### src/rtl/parking_pkg.sv
// rtl/parking_pkg.sv - shared types and defaults for the parking keypad entry block
package parking_pkg;

    typedef enum logic [1:0] {
        ST_IDLE    = 2'd0,
        ST_DIGIT2  = 2'd1,
        ST_PRESENT = 2'd2
    } entry_state_t;

    localparam int DIGIT_W_DEF = 2;

endpackage

### src/rtl/parking_keypad_entry_if.sv
// rtl/parking_keypad_entry_if.sv - keypad inputs and password handshake bundle
interface parking_keypad_entry_if
    import parking_pkg::*;
#(
    parameter int DIGIT_W = DIGIT_W_DEF
);
    logic               key_press;
    logic [DIGIT_W-1:0] key_code;
    logic               key_clear;
    logic               pass_ack;
    logic [DIGIT_W-1:0] password_1;
    logic [DIGIT_W-1:0] password_2;
    logic               pass_valid;
    logic [1:0]         digit_count;
    logic               timeout_err;

    // keypad pins and password consumer
    modport master (
        output key_press, key_code, key_clear, pass_ack,
        input  password_1, password_2, pass_valid, digit_count, timeout_err
    );

    // entry block
    modport slave (
        input  key_press, key_code, key_clear, pass_ack,
        output password_1, password_2, pass_valid, digit_count, timeout_err
    );
endinterface

### src/rtl/parking_debounce.sv
// rtl/parking_debounce.sv - 2-FF synchroniser plus stability counter with rise strobe
module parking_debounce #(
    parameter int DEBOUNCE_CYCLES = 4
) (
    input  logic clk,
    input  logic reset,
    input  logic raw,
    output logic level,
    output logic rise_pulse
);
    localparam int CW = $clog2(DEBOUNCE_CYCLES + 1);

    logic          sync1;
    logic          sync2;
    logic [CW-1:0] cnt;

    // synchronise, then flip level only after DEBOUNCE_CYCLES consecutive disagreeing samples
    always_ff @(posedge clk or posedge reset) begin
        if (reset) begin
            sync1      <= 1'b0;
            sync2      <= 1'b0;
            cnt        <= '0;
            level      <= 1'b0;
            rise_pulse <= 1'b0;
        end else begin
            sync1      <= raw;
            sync2      <= sync1;
            rise_pulse <= 1'b0;
            if (sync2 == level) begin
                cnt <= '0;
            end else if (cnt == CW'(DEBOUNCE_CYCLES - 1)) begin
                level      <= sync2;
                cnt        <= '0;
                rise_pulse <= sync2;
            end else begin
                cnt <= cnt + 1'b1;
            end
        end
    end
endmodule

### src/rtl/parking_keypad_entry.sv
// rtl/parking_keypad_entry.sv - two-digit keypad collector with valid/ack password handoff
module parking_keypad_entry
    import parking_pkg::*;
#(
    parameter int DEBOUNCE_CYCLES = 4,
    parameter int TIMEOUT_CYCLES  = 200,
    parameter int DIGIT_W         = DIGIT_W_DEF
) (
    input logic                   clk,
    input logic                   reset,
    parking_keypad_entry_if.slave bus
);
    localparam int TW = $clog2(TIMEOUT_CYCLES);

    logic               key_level;
    logic               press;
    logic [DIGIT_W-1:0] code_s1;
    logic [DIGIT_W-1:0] code_s2;

    entry_state_t       state;
    logic [TW-1:0]      timer;
    logic [DIGIT_W-1:0] pw1;
    logic [DIGIT_W-1:0] pw2;
    logic               valid_q;
    logic [1:0]         count_q;
    logic               timeout_q;

    parking_debounce #(
        .DEBOUNCE_CYCLES(DEBOUNCE_CYCLES)
    ) u_debounce (
        .clk       (clk),
        .reset     (reset),
        .raw       (bus.key_press),
        .level     (key_level),
        .rise_pulse(press)
    );

    // key_code follows the same 2-FF path; it is long settled when the rise strobe fires
    always_ff @(posedge clk or posedge reset) begin
        if (reset) begin
            code_s1 <= '0;
            code_s2 <= '0;
        end else begin
            code_s1 <= bus.key_code;
            code_s2 <= code_s1;
        end
    end

    // entry FSM with DIGIT2 inter-digit timer and registered outputs
    always_ff @(posedge clk or posedge reset) begin
        if (reset) begin
            state     <= ST_IDLE;
            timer     <= '0;
            pw1       <= '0;
            pw2       <= '0;
            valid_q   <= 1'b0;
            count_q   <= 2'd0;
            timeout_q <= 1'b0;
        end else begin
            timeout_q <= 1'b0;
            case (state)
                ST_IDLE: begin
                    if (press) begin
                        pw1     <= code_s2;
                        pw2     <= '0;
                        timer   <= '0;
                        state   <= ST_DIGIT2;
                        count_q <= 2'd1;
                    end
                end
                ST_DIGIT2: begin
                    if (timer != '1) begin
                        timer <= timer + 1'b1;
                    end
                    if (press) begin
                        pw2     <= code_s2;
                        state   <= ST_PRESENT;
                        valid_q <= 1'b1;
                        count_q <= 2'd2;
                    end else if (bus.key_clear) begin
                        state   <= ST_IDLE;
                        count_q <= 2'd0;
                    end else if (timer == TW'(TIMEOUT_CYCLES - 1)) begin
                        timeout_q <= 1'b1;
                        state     <= ST_IDLE;
                        count_q   <= 2'd0;
                    end
                end
                ST_PRESENT: begin
                    if (bus.pass_ack || bus.key_clear) begin
                        state   <= ST_IDLE;
                        valid_q <= 1'b0;
                        count_q <= 2'd0;
                    end
                end
                default: begin
                    state   <= ST_IDLE;
                    valid_q <= 1'b0;
                    count_q <= 2'd0;
                end
            endcase
        end
    end

    assign bus.password_1  = pw1;
    assign bus.password_2  = pw2;
    assign bus.pass_valid  = valid_q;
    assign bus.digit_count = count_q;
    assign bus.timeout_err = timeout_q;
endmodule

### src/flat_wrapper.sv
// flat-port wrapper written by rule: the top's interface ports become plain ports
module parking_keypad_entry_flat import parking_pkg::*;
#(
    parameter int DEBOUNCE_CYCLES = 4,
    parameter int TIMEOUT_CYCLES  = 200,
    parameter int DIGIT_W         = DIGIT_W_DEF
)
  (clk, reset, bus_key_press, bus_key_code, bus_key_clear, bus_pass_ack, bus_password_1, bus_password_2, bus_pass_valid, bus_digit_count, bus_timeout_err);
  parking_keypad_entry_if #(.DIGIT_W(DIGIT_W)) bus_i ();
  input logic clk;
  input logic reset;
  input wire logic [$bits(bus_i.key_press)-1:0] bus_key_press;
  input wire logic [$bits(bus_i.key_code)-1:0] bus_key_code;
  input wire logic [$bits(bus_i.key_clear)-1:0] bus_key_clear;
  input wire logic [$bits(bus_i.pass_ack)-1:0] bus_pass_ack;
  output wire logic [$bits(bus_i.password_1)-1:0] bus_password_1;
  output wire logic [$bits(bus_i.password_2)-1:0] bus_password_2;
  output wire logic [$bits(bus_i.pass_valid)-1:0] bus_pass_valid;
  output wire logic [$bits(bus_i.digit_count)-1:0] bus_digit_count;
  output wire logic [$bits(bus_i.timeout_err)-1:0] bus_timeout_err;
  assign bus_i.key_press = bus_key_press;
  assign bus_i.key_code = bus_key_code;
  assign bus_i.key_clear = bus_key_clear;
  assign bus_i.pass_ack = bus_pass_ack;
  assign bus_password_1 = bus_i.password_1;
  assign bus_password_2 = bus_i.password_2;
  assign bus_pass_valid = bus_i.pass_valid;
  assign bus_digit_count = bus_i.digit_count;
  assign bus_timeout_err = bus_i.timeout_err;
  parking_keypad_entry #(.DEBOUNCE_CYCLES(DEBOUNCE_CYCLES), .TIMEOUT_CYCLES(TIMEOUT_CYCLES), .DIGIT_W(DIGIT_W)) u_core (.clk(clk), .reset(reset), .bus(bus_i));
endmodule
### config.mk
export PLATFORM = sky130hd
export DESIGN_NAME = parking_keypad_entry_flat
export DESIGN_NICKNAME = d
export VERILOG_FILES = /design/src/rtl/parking_pkg.sv /design/src/rtl/parking_keypad_entry_if.sv /design/src/rtl/parking_debounce.sv /design/src/rtl/parking_keypad_entry.sv /design/src/flat_wrapper.sv
export SDC_FILE = /design/constraint.sdc
export NUM_CORES = 1
export LEC_CHECK = 0
export BUFFER_PORTS_ARGS = -buffer_cell sky130_fd_sc_hd__buf_2
export CORE_MARGIN = 4
export CORE_UTILIZATION = 49
export CTS_BUF_LIST = sky130_fd_sc_hd__clkbuf_16
export DETAILED_ROUTE_END_ITERATION = 10
export PLACE_DENSITY = 0.73
export SLEW_MARGIN = 0
export SYNTH_ARGS = -nofsm -noshare
export SYNTH_HDL_FRONTEND = slang
export SYNTH_SLANG_ARGS = --single-unit
### constraint.sdc
create_clock -name clk -period 1.61 [get_ports clk]
set_input_delay 0.0805 -clock clk [delete_from_list [all_inputs] [get_ports clk]]
set_output_delay 0.0805 -clock clk [all_outputs]
set_load 0.05 [all_outputs]
==> impl_results.md, run 1 <==
- CTS tree: done
- Crit Reg-Reg Startpoint: u_core.timer[0]
- Combinational group share of total power: 21.9%
- Area occupied by multi-input gates: 457 µm²
- DRT Pass-1 Iters: 4
- Hold crit path type: input pin to register
- ANT cells: 0
- Yosys cell types: 38
- Overall Global Routing Usage: 15.2%
- Worst skew pair latency: 0.26 ns
- Syn_nets: 111
- Flop and latch count out of synthesis: 27
- Post-CTS setup buffers: 0
- Detailed Place HPWL: 1480 µm
- Int Pwr: 0.00125 W
- I/O pin cnt: 15
- Setup CP Type: register to register
- Fin worst setup slack: 0.0753 ns
- Netlist Area Pre-Place: 0.00117 mm²
- CP delay by family, top: flip-flops
- CP max-delay cell: dfrtp_1
- H-Tree Depth: 1
- F_max: 652 MHz
- Pre-CTS WS: 0.116 ns
- GRT overflow: 0
- Net load switching power: 0.000530 W
- Chip Width: 56.9 µm
- Die area: 0.00323 mm²
- Hold depth: 2
- Setup TNS: 0 ns
- Via count: 823
- Number of global-route vias before repair: 797
- CTS Buf Count: 3
- Final #Nets: 135
- Syn. warnings: 0
- Hold EP: u_core.bus.timeout_err
- Setup violators final: 0
- Fill cells: 176
- Clock power frac: 31.6%
- Reg2reg setup slack: 0.08 ns
- Max Cap Viol: 0
- Clock root cell: clkbuf_16
- Initial Utilization: 52.4%
- Remaining antenna violation count: 0
- Most frequent cells in the layout: 26 x dfrtp_1, 14 x buf_2, 10 x nand2_1
- Routed len/inst: 14.5 µm
- Outcome: complete, no violations
- Critical Path Sink Type: register
- Initial antenna violation count: 0
- RSZ-0062 raised after global routing: no
- Mean Syn Cell Area: 11.5 µm²
- Leakage power: 0.629 nW
- Post-layout minimum cycle time: 1.53 ns
- Register Area: 677 µm²
- Least-Margin Pin Slew: 0.402 ns
- Layout Skew: 0.00174 ns
- Seq pwr share: 46.5%
- Critical path startpoint category: register
- Pin count of the biggest net entering global routing: 28
- Core area: 0.00223 mm²
- Row count: 17
- CTS clock-pin slew for the worst setup and hold paths: 0.06 ns
- Worst reg-to-reg path cell count: 4
- Clock sink count: 27
- Worst Path Required: 1.76 ns
- Chip Height: 56.9 µm
- Hold Vio Cnt, Final: 0
- First-pass GRT wire length: 3760 µm
- Max incr delay on CP: 0.44 ns
- Sw Share: 29.8%
- DR vias/cell: 5.38
- Drc violations: 0
- Share of the yosys chip area belonging to registers: 57.8%
- Initial drt markers: 11
- Syn-to-layout area delta: 20.5%
- Routability congestion estimate: 0.853
- Max Root-Sink Buffers: 2
- Crit Reg-Reg Endpoint: u_core.timer[0]
- Max Slew Vio Count: 0
- Post-Syn Instances: 102
- Total wire length: 2210 µm
- Layout cells sized above 1: 23.2%
- Max rail drop VDD: 0.859 mV
- Crit-path cells: ha_2 -> nand4_1 -> o21ba_1 -> mux2_4
- Critical Path Fanout Max: 6
- I/O Buffers: 14
- Worst slew margin: 73.2%
- Final worst path period share: 95.3%
- P per Cell Area: 1260 mW/mm²
- Critical path buffers and inverters: 0
- Hold Crit Start: bus_key_clear
- Critical Path AT: 1.68 ns
- Most common cell after layout, fill and taps aside: dfrtp_1
[state kept, by name, summed over array words and instances (netlist names)]
signal                        flops
u_core.bus.password_2             2
u_core.u_debounce.rise_pulse      1
u_core.bus.timeout_err            1
u_core.u_debounce.sync2           1
u_core.u_debounce.cnt             3
u_core.bus.password_1             2
u_core.bus.digit_count            2
u_core.code_s2                    2
u_core.u_debounce.sync1           1
u_core.u_debounce.level           1
u_core.bus.pass_valid             1
u_core.code_s1                    2
u_core.timer                      8
[routing by layer]
layer / track usage (%) / up-vias / part of all wire [%]
met3: 3.22 / 5 / 4.7
met2: 24.6 / 18 / 48
met4: 7.95 / 0 / 2.0
met1: 19.0 / 385 / 45
met5: 0 / - / 0
li1: - / 415 / -
[cell usage after synthesis]
cell type,instances,share of area [%]
buf_2,1,0.43
nor2_1,2,0.64
mux2_4,1,1.3
clkbuf_2,1,0.43
nor2b_1,2,1.1
a21boi_0,1,0.64
nand4_1,2,1.1
nand2_1,10,3.2
a41oi_1,1,0.75
inv_1,5,1.6
a31oi_1,1,0.54
mux2_2,3,2.9
a21oi_1,4,1.7
buf_6,1,0.96
nor3b_1,2,1.3
nand4_2,1,1.1
o21a_1,1,0.64
nand4b_1,1,0.75
nand3_1,4,1.7
nand2b_1,3,1.6
or3b_1,1,0.75
o211ai_1,2,1.3
o22a_1,1,0.75
o31a_1,1,0.75
a41o_1,1,0.86
nor4_1,1,0.54
and3b_1,1,0.75
xnor2_1,2,1.5
mux2i_1,1,0.86
nor3_1,4,1.7
ha_1,2,2.1
or4_1,1,0.64
nor4b_1,1,0.75
o21bai_1,1,0.64
o21ba_1,1,0.86
o21ai_0,5,2.1
dfrtp_1,27,58
o22ai_1,2,1.1
[final cells by class]
cell class / count / area share (%)
inverter: 5 / 1.33
clock buffer: 3 / 5.32
clock inverter: 1 / 0.532
tap: 28 / 2.48
sequential: 27 / 48.0
multi-input combinational: 67 / 32.4
timing repair buffer: 22 / 9.94
[power by group through the flow]
stage | logic [W] | clock network, W | registers [W]
2_1_floorplan | 0.000191 | 0 | 0.000938
3_3_place_gp | 0.000375 | 0 | 0.000826
3_5_place_dp | 0.000382 | 0 | 0.000836
4_1_cts | 0.000394 | 0.000576 | 0.000826
5_1_grt | 0.000421 | 0.000616 | 0.000838
6_report | 0.000389 | 0.000563 | 0.000826
[how the worst max path moves through the flow]
stage                               from         endpoint  slack, ns  cells after the start
6_report                 u_core.timer[0]  u_core.timer[0]       0.08                      4
5_1_grt                  u_core.timer[0]  u_core.timer[0]      0.009                      4
4_1_cts                  u_core.timer[0]  u_core.timer[0]       0.04                      4
3_5_place_dp             u_core.timer[0]  u_core.timer[0]       0.12                      4
3_3_place_gp             u_core.timer[0]  u_core.timer[0]       0.20                      4
2_1_floorplan  u_core.bus.digit_count[0]  u_core.timer[4]       0.04                      4
[through the flow]
stage	instances	instance area, µm²	total power (W)	util [%]	hold slack [ns]
floorplan	102	1170	0.00113	-	0.112
global placement	145	1280	0.00120	57.5	0.143
detailed placement	145	1280	0.00122	57.5	0.157
CTS	153	1410	0.00180	63.0	0.00134
global route	153	1410	0.00188	63.1	0.00875
finish	153	1410	0.00178	63.1	0.00108
[kinds of logic after synthesis]
group | synth area share (%)
compound gates | 12.6
xor+xnor | 1.50
fa+ha+maj | 2.14
buf+inv | 3.42
flops | 57.8
mux | 5.03
simple gates | 17.5
[repair_timing]
| action | CTS | global route |
|---|---|---|
| hold endpoints to repair | 30 | 0 |
| gates resized for setup | 0 | 1 |
| hold buffers | 4 | 0 |
| endpoints found under the setup margin | 0 | 4 |
No activity file was read; power rests on OpenSTA's default activity.
==> run 2: changes to the inputs <==
--- a/config.mk
+++ b/config.mk
@@ -6,6 +6,7 @@
 export NUM_CORES = 1
 export LEC_CHECK = 0
 export BUFFER_PORTS_ARGS = -buffer_cell sky130_fd_sc_hd__buf_2
+export CORE_ASPECT_RATIO = 0.7
 export CORE_MARGIN = 4
 export CORE_UTILIZATION = 49
 export CTS_BUF_LIST = sky130_fd_sc_hd__clkbuf_16
==> run 2 against run 1 <==
  * Via count up 5.1%
  * Power shrank 1.2%
  * Critical path depth shrank 1
  * Setup slack improved by 0.079 ns
  * Cell area increased by 0.18%
  * Sequential share of layout area decreased by 0.085 points
  * Cell count rose by 2.6%
  * First-iteration DRC count grew to 4.5 times the previous value
  * Clock skew about the same
  * Sequential power is essentially flat
  * Register-to-register slack improved by 0.08 ns
==> impl_results.md, run 2 (synthesized netlist as in run 1, its figures left out) <==
- Outcome: complete, no violations
- Reg2reg setup slack: 0.15 ns (+0.08 ns)
- First-pass GRT wire length: 3690 µm (-1.8%)
- Clock root cell: clkbuf_16
- Seq pwr share: 46.9% (+0.4 points)
- DR vias/cell: 5.51 (+2.4%)
- P per Cell Area: 1240 mW/mm² (-1.4%)
- Worst Setup SP: u_core.bus.digit_count[0]
- CTS Buf Count: 3 (unchanged)
- Setup violators final: 0 (unchanged)
- Syn-to-layout area delta: 20.7%
- Chip Width: 66.4 µm (+17%)
- F_max: 687 MHz (+5.4%)
- Int Pwr: 0.00125 W (about the same)
- Sw Share: 29.0% (-0.82 points)
- Detailed Place HPWL: 1460 µm (-1.4%)
- Row count: 14 (-3)
- Hold Vio Cnt, Final: 0 (unchanged)
- Routed len/inst: 13.5 µm (-6.5%)
- ANT cells: 0 (unchanged)
- Layout Skew: 0.00129 ns (-0.000453 ns)
- Post-route cell area: 0.00141 mm² (+0.18%)
- Drc violations: 0 (unchanged)
- Post-placement cell area: 0.00129 mm² (+0.39%)
- Layout cells sized above 1: 22.4% (-0.80 points)
- GRT overflow: 0 (unchanged)
- Clock sink count: 27 (unchanged)
- Critical Path Fanout Max: 10 (+4)
- Pre-CTS WS: 0.200 ns (+0.0840 ns)
- Max Root-Sink Buffers: 2 (unchanged)
- Routability congestion estimate: 0.794 (-6.9%)
- Fin worst setup slack: 0.154 ns (+0.0787 ns)
- Total Power: 0.00176 W (-1.2%)
- Critical Path Sink Type: register
- Most frequent cells in the layout: 26 x dfrtp_1, 14 x buf_2, 10 x nand2_1
- Setup CP Type: register to register
- I/O Buffers: 14 (unchanged)
- Die area: 0.00325 mm² (+0.39%)
- Max Cap Viol: 0 (unchanged)
- Worst slew margin: 72.2% (-0.97 points)
- RSZ-0062 raised after global routing: no
- Top reg by flops: u_core.timer
- Setup TNS: 0 ns (unchanged)
- Chip Height: 48.9 µm (-14%)
- CTS resizes: 0 (unchanged)
- Overall Global Routing Usage: 14.7% (-0.52 points)
- Clock power frac: 31.2% (-0.4 points)
- Hold slack: 0.00419 ns (+0.00311 ns)
- Total wire length: 2120 µm (-4.0%)
- Initial drt markers: 49 (+38)
- H-Tree Depth: 1 (unchanged)
- Hold crit path type: input pin to register
- Final worst path period share: 90.4% (-4.9 points)
- Core area: 0.00221 mm² (-1.2%)
- Net load switching power: 0.000509 W (-3.9%)
- Max reg flops: 8 (unchanged)
- Via count: 865 (+5.1%)
- Critical path startpoint category: register
- Post-layout minimum cycle time: 1.46 ns (-0.0787 ns)
- Largest registers: u_core.timer: 8 flops, u_core.u_debounce.cnt: 3 flops
- Worst skew pair latency: 0.25 ns (about the same)
- Max rail drop VDD: 0.747 mV (-13%)
- Initial Utilization: 53.0% (+0.62 points)
- CTS clock-pin slew for the worst setup and hold paths: 0.06 ns (about the same)
- Least-Margin Pin Slew: 0.411 ns (+0.00963 ns)
- CTS tree: done
- Leakage power: 0.632 nW (+0.49%)
- Critical Path AT: 1.63 ns (-0.05 ns)
- Final #Nets: 135 (unchanged)
- Combinational group share of total power: 21.9% (about the same)
- Crit Reg-Reg Startpoint: u_core.bus.digit_count[0]
- Most common cell after layout, fill and taps aside: dfrtp_1
- Max Slew Vio Count: 0 (unchanged)
- I/O pin cnt: 15 (unchanged)
- Remaining antenna violation count: 0 (unchanged)
- DRT Pass-1 Iters: 4 (unchanged)
- Worst Path Required: 1.78 ns (+0.02 ns)
- Hold Crit Start: bus_key_clear
- Pin count of the biggest net entering global routing: 28 (unchanged)
- Number of global-route vias before repair: 808 (+1.4%)
- Initial antenna violation count: 0 (unchanged)
[run 2: final cells by class]
cell class,instances,area (µm²)
inverter,5,18.8
multi-input combinational,67,454
clock inverter,1,7.51
sequential,27,677
tap,32,40.0
clock buffer,3,75.1
fill,179,795
timing repair buffer,22,140
[run 2: worst paths after layout]
kind,endpoint,depth (start not counted)
worst max-delay path,u_core.timer[5],3
worst min-delay path,u_core.bus.timeout_err,2
worst max register to register,u_core.timer[5],3
worst min register to register,u_core.u_debounce.sync2,0
max in group asynchronous,u_core.bus.digit_count[1],4
min in group asynchronous,u_core.code_s1[1],4
[run 2: routing by layer]
metal  part of all wire [%]  global-route usage, %
met4                   0.47                   4.39
met1                     47                   19.5
met2                     46                   22.6
met5                      0                      0
met3                    5.8                   5.07
[run 2: worst max-delay path, stage by stage (launching register included)]
cell	delay (ns)
dfrtp_1	0.51
nand2b_1	0.24
or4_1	0.52
o211ai_1	0.11
[run 2: per-stage QoR]
stage,utilization (%),cells
after floorplan,-,102
after global placement,58.4,149
after detailed placement,58.4,149
after CTS,64.0,157
after global routing,64.0,157
final,64.0,157
[run 2: power by group through the flow]
stage               logic, W  clock network (W)  registers (W)
floorplan           0.000191                  0       0.000938
global placement    0.000370                  0       0.000830
detailed placement  0.000381                  0       0.000838
CTS                 0.000390           0.000564       0.000825
global route        0.000420           0.000599       0.000838
finish              0.000384           0.000549       0.000824
[run 2: timing repair]
item	in CTS	in global routing
hold buffers	4	0
setup endpoints to repair	0	0
setup buffers	0	0
hold endpoints to repair	30	0
